### src/rtl/fetch_pkg.sv
`default_nettype none
// ============================================================================
// fetch_pkg : sequencer state encoding and decoded opcode values
// Rev 1.0
// ============================================================================
package fetch_pkg;

    typedef enum logic [2:0] {
        ST_IDLE    = 3'd0,
        ST_FETCH   = 3'd1,
        ST_LOAD    = 3'd2,
        ST_DECODE  = 3'd3,
        ST_EXEC    = 3'd4,
        ST_BRANCH  = 3'd5,
        ST_ADVANCE = 3'd6,
        ST_HALT    = 3'd7
    } state_t;

    localparam logic [3:0] OP_NOP = 4'h0;
    localparam logic [3:0] OP_BR  = 4'hD;
    localparam logic [3:0] OP_BRZ = 4'hE;
    localparam logic [3:0] OP_HLT = 4'hF;

endpackage
`default_nettype wire

### src/rtl/fetch_sequencer.sv
`default_nettype none
// ============================================================================
// fetch_sequencer : Moore instruction fetch/decode/execute sequencer
// Rev 1.0
// ============================================================================
module fetch_sequencer
    import fetch_pkg::*;
#(
    parameter int ROM_WAIT = 1
) (
    input  logic       CLK,
    input  logic       RST_N,
    input  logic       START,
    input  logic [3:0] OPCODE,
    input  logic       I_Flag,
    input  logic [6:0] ImediateADDR,
    input  logic       ZERO,
    input  logic       EXEC_ACK,
    output logic       ROM_CS,
    output logic       ROM_OE,
    output logic       IR_EN,
    output logic       PC_EN,
    output logic       LOAD_EN,
    output logic [4:0] InstADDR,
    output logic       EXEC_REQ,
    output logic       HALTED,
    output logic [7:0] RETIRED
);

    localparam logic [2:0] WAIT_LAST = 3'(ROM_WAIT - 1);

    state_t     state_q, state_d;
    logic [2:0] wait_q, wait_d;
    logic [7:0] retired_q, retired_d;
    logic [4:0] inst_addr_q, inst_addr_d;

    // Immediate flag and the upper branch bits only matter to the datapath.
    logic unused_mir;
    assign unused_mir = ^{I_Flag, ImediateADDR[6:5]};

    always_ff @(posedge CLK) begin
        if (!RST_N) begin
            state_q     <= ST_IDLE;
            wait_q      <= 3'd0;
            retired_q   <= 8'd0;
            inst_addr_q <= 5'd0;
        end else begin
            state_q     <= state_d;
            wait_q      <= wait_d;
            retired_q   <= retired_d;
            inst_addr_q <= inst_addr_d;
        end
    end

    always_comb begin
        state_d     = state_q;
        wait_d      = wait_q;
        retired_d   = retired_q;
        inst_addr_d = inst_addr_q;
        case (state_q)
            ST_IDLE: begin
                if (START) state_d = ST_FETCH;
            end
            ST_FETCH: begin
                if (wait_q == WAIT_LAST) begin
                    wait_d  = 3'd0;
                    state_d = ST_LOAD;
                end else begin
                    wait_d = wait_q + 3'd1;
                end
            end
            ST_LOAD: state_d = ST_DECODE;
            ST_DECODE: begin
                // Target is captured so InstADDR stays a registered output.
                inst_addr_d = ImediateADDR[4:0];
                case (OPCODE)
                    OP_HLT:  state_d = ST_HALT;
                    OP_BR:   state_d = ST_BRANCH;
                    OP_BRZ:  state_d = ZERO ? ST_BRANCH : ST_ADVANCE;
                    OP_NOP:  state_d = ST_ADVANCE;
                    default: state_d = ST_EXEC;
                endcase
            end
            ST_EXEC: begin
                if (EXEC_ACK) state_d = ST_ADVANCE;
            end
            ST_BRANCH:  state_d = ST_FETCH;
            ST_ADVANCE: state_d = ST_FETCH;
            ST_HALT:    state_d = ST_HALT;
            default:    state_d = ST_IDLE;
        endcase

        if ((state_d == ST_ADVANCE || state_d == ST_BRANCH) &&
            (state_d != state_q) && (retired_q != 8'hFF)) begin
            retired_d = retired_q + 8'd1;
        end
    end

    always_comb begin
        ROM_CS   = 1'b0;
        ROM_OE   = 1'b0;
        IR_EN    = 1'b0;
        PC_EN    = 1'b0;
        LOAD_EN  = 1'b0;
        EXEC_REQ = 1'b0;
        HALTED   = 1'b0;
        case (state_q)
            ST_FETCH: begin
                ROM_CS = 1'b1;
                ROM_OE = 1'b1;
            end
            ST_LOAD: begin
                ROM_CS = 1'b1;
                ROM_OE = 1'b1;
                IR_EN  = 1'b1;
            end
            ST_EXEC:    EXEC_REQ = 1'b1;
            ST_BRANCH:  LOAD_EN  = 1'b1;
            ST_ADVANCE: PC_EN    = 1'b1;
            ST_HALT:    HALTED   = 1'b1;
            default: ;
        endcase
    end

    assign InstADDR = inst_addr_q;
    assign RETIRED  = retired_q;

endmodule
`default_nettype wire

### config.mk
export PLATFORM = sky130hd
export DESIGN_NAME = fetch_sequencer
export DESIGN_NICKNAME = d
export VERILOG_FILES = /design/src/rtl/fetch_pkg.sv /design/src/rtl/fetch_sequencer.sv
export SDC_FILE = /design/constraint.sdc
export NUM_CORES = 1
export LEC_CHECK = 0
export CAP_MARGIN = 25
export CORE_MARGIN = 3
export CORE_UTILIZATION = 48
export DETAILED_ROUTE_END_ITERATION = 12
export GPL_ROUTABILITY_DRIVEN = 0
export GPL_TIMING_DRIVEN = 0
export HOLD_SLACK_MARGIN = 0.12
export MAX_ROUTING_LAYER = met4
export PLACE_DENSITY = 0.93
export SYNTH_ARGS = -nofsm -noshare
export SYNTH_HDL_FRONTEND = slang
export SYNTH_SLANG_ARGS = --single-unit
### constraint.sdc
create_clock -name CLK -period 5.47 [get_ports CLK]
set_clock_uncertainty 0.2 [all_clocks]
set_input_delay 1.094 -clock CLK [delete_from_list [all_inputs] [get_ports CLK]]
set_output_delay 1.094 -clock CLK [all_outputs]
set_load 0.01 [all_outputs]
==> metrics.txt <==
min setup slack post-route=2.080 ns; CTS resizes=0; RSZ-0062 raised after global routing=no; layout cells sized above 1=10.32%; RR Endpoint=RETIRED[6]; fin util=71.88%; max incr delay on CP=0.52 ns; Via Count=995; nets=176; all-layer global routing usage=20.28%; Mapped Area=1076 µm²; Synth area leader=dfxtp_1; die width=53.35 µm; Synth Net Count=138; Num CTS Buffers=3; Initial DRC Count=35; Fin Setup TNS=0 ns; crit path kind=flop to output pin; residual DRC count=0; CTS tree=yes; CP Capture Type=output pin; worst vdd ir=182.3 µV; Critical Path, Cell by Cell=buf_2 -> nand3b_1 -> o21ai_0 -> buf_4 -> clkdlybuf4s50_1; CP max FO=10; die area=2846 µm²; first-pass GRT wire length=4.126 mm; min-delay src=RETIRED[1]; core area=2042 µm²; largest net degree at the start of global routing=12; H-tree level count=1; mean post-synth cell area=9.119 µm²; clock sink count=19; clk slew on worst S/H paths=0.11 ns; clk root buf=clkbuf_4; period utilization=61.98%; internal reg-to-reg setup slack=3.14 ns; CTS max path bufs=2; postcts setup bufs=0; CP Data Required Time=4.18 ns; WL final=2.528 mm; antenna violations before repair=0; reg2reg start=wait_q[0]; hold_buf cts=0; number of vias per cell=5.467; ranking of synthesized cells by area=dfxtp_1, mux2i_1, nor2b_1, a211oi_2, a21boi_1; Worst Setup Start Kind=flop; worst-margin pin slew=0.4224 ns; Yosys Warn Count=0; Starting Density=52.70%; worst hold margin=0.3132 ns; leak pwr=0.5580 nW; slowest CP cell=clkdlybuf4s50_1; minimum clock period=3.390 ns; Overflow after GRT=0; antenna-violating nets left=0; P&R area growth vs syn=36.40%; CP Launch Point=state_q[0]; vias in the first global route=961; Worst Hold Class=flop to flop; post-synthesis cell type count=38; Mapped Cells=118; pre-CTS WS=2.220 ns; WP data arrival=2.10 ns; max cap viols=0; HPWL Detailed=2.001 mm; TritonRoute pass-1 iters=4; # rows=16; number of diodes=0; worst setup path endpoint=ROM_OE; Seq/Total Area, Yosys=35.35%; # port buffers=33; status=completed; fin. max-slew vios=0; final hold violation count=0; IO Pins=37; die height=53.35 µm; Setup-failing EPs final=0; Clock Latency Late Sink=0.31 ns; top cell type's share of synthesized area=35.35%; WL/cell=13.89 µm; fmax=0.2950 GHz; power per cell area=207.8 nW/µm²; FF-to-FF path depth=9; worst relative slew slack=71.84%; Yosys reg bits=19
[routing by layer]
metal  wire [µm]  global-route usage [%]
met1        1065                   22.49
met2        1310                   34.90
met3          97                   3.944
met4          55                   8.936
met5           0                       -
[worst max-delay path: cells and delay by family (launching register included)]
kind | cells | cell delay (ns)
buffers and inverters | 3 | 0.93
DFF | 1 | 0.46
and+or+nand+nor | 1 | 0.22
AOI/OAI and AO/OA | 1 | 0.19
[final cells by class]
class | instances | area (µm²)
Clock buffer | 3 | 22.52
Timing Repair Buffer | 33 | 330.3
Inverter | 5 | 18.77
Fill cell | 162 | 574.3
Tap cell | 27 | 33.78
Clock inverter | 1 | 5.005
Multi-Input combinational cell | 88 | 638.1
Buffer | 6 | 38.79
Sequential cell | 19 | 380.4
[flip-flops by register name (all words and copies together), names as in the netlist]
register  flops
RETIRED       8
state_q       3
InstADDR      5
wait_q        3
[synthesized netlist by cell type]
library cell / count
a211oi_2: 3
a21boi_0: 1
a21boi_1: 5
a21oi_1: 4
a21oi_2: 1
a32oi_2: 1
and2_1: 2
and3_1: 4
buf_2: 1
buf_4: 2
buf_6: 1
clkbuf_1: 2
dfxtp_1: 19
ha_1: 3
inv_1: 5
mux2i_1: 7
nand2_1: 9
nand2b_1: 3
nand3_1: 2
nand3b_1: 1
nand3b_4: 1
nand4_1: 1
nor2_1: 3
nor2b_1: 10
nor3_1: 2
nor3b_1: 3
nor3b_4: 1
nor4_1: 2
o2111ai_1: 1
o21a_1: 1
o21ai_0: 2
o21ai_1: 5
o21bai_1: 1
o31a_1: 1
o31ai_1: 1
or3_1: 4
or4_1: 2
xor2_2: 1
[cell families (layout without fill, tap and decap cells)]
logic type               after synthesis  after routing  share of synthesized area (%)
AND/OR/NAND/NOR                       50             50                          28.95
AO/OA/AOI/OAI                         27             27                          18.84
flip-flops                            19             19                          35.35
buffers and inverters                 11             48                          5.348
multiplexers                           7              7                          6.512
adder cells (fa/ha/maj)                3              3                          3.489
XOR/XNOR                               1              1                          1.512
[layout by cell type, fill, tap and decap left out, types with 2 or more instances in the layout]
master / count
buf_4: 2
clkbuf_4: 3
o21ai_0: 2
clkbuf_1: 2
and2_1: 2
o21ai_1: 5
or3_1: 4
and3_1: 4
a21oi_1: 4
inv_1: 5
clkdlybuf4s50_1: 33
nor2b_1: 10
or4_1: 2
nand3_1: 2
nor3_1: 2
nor2_1: 3
a211oi_2: 3
mux2i_1: 7
ha_1: 3
nor4_1: 2
dfxtp_1: 19
nand2_1: 9
nand2b_1: 3
nor3b_1: 3
a21boi_1: 5
[stage by stage]
| step | std cells | area (µm²) | total power [mW] |
|---|---|---|---|
| final | 182 | 1468 | 0.3050 |
| after global routing | 182 | 1468 | 0.3184 |
| after CTS | 182 | 1468 | 0.3081 |
| after detailed placement | 178 | 1440 | 0.2344 |
| after global placement | 178 | 1440 | 0.2301 |
| after floorplan | 118 | 1076 | 0.2012 |
[worst min path at each step]
stage / cells past startpoint / to / slack, ns
2_1_floorplan: 2 / wait_q[2] / 0.28
3_3_place_gp: 2 / RETIRED[7] / 0.28
3_5_place_dp: 2 / RETIRED[1] / 0.30
4_1_cts: 2 / RETIRED[1] / 0.31
5_1_grt: 2 / RETIRED[7] / 0.35
6_report: 2 / RETIRED[1] / 0.31
[power by group]
part           switching, mW  internal [mW]
clock network         0.0467         0.0273
registers            0.00373          0.142
logic                 0.0428         0.0423
No activity file was read; power rests on OpenSTA's default activity.
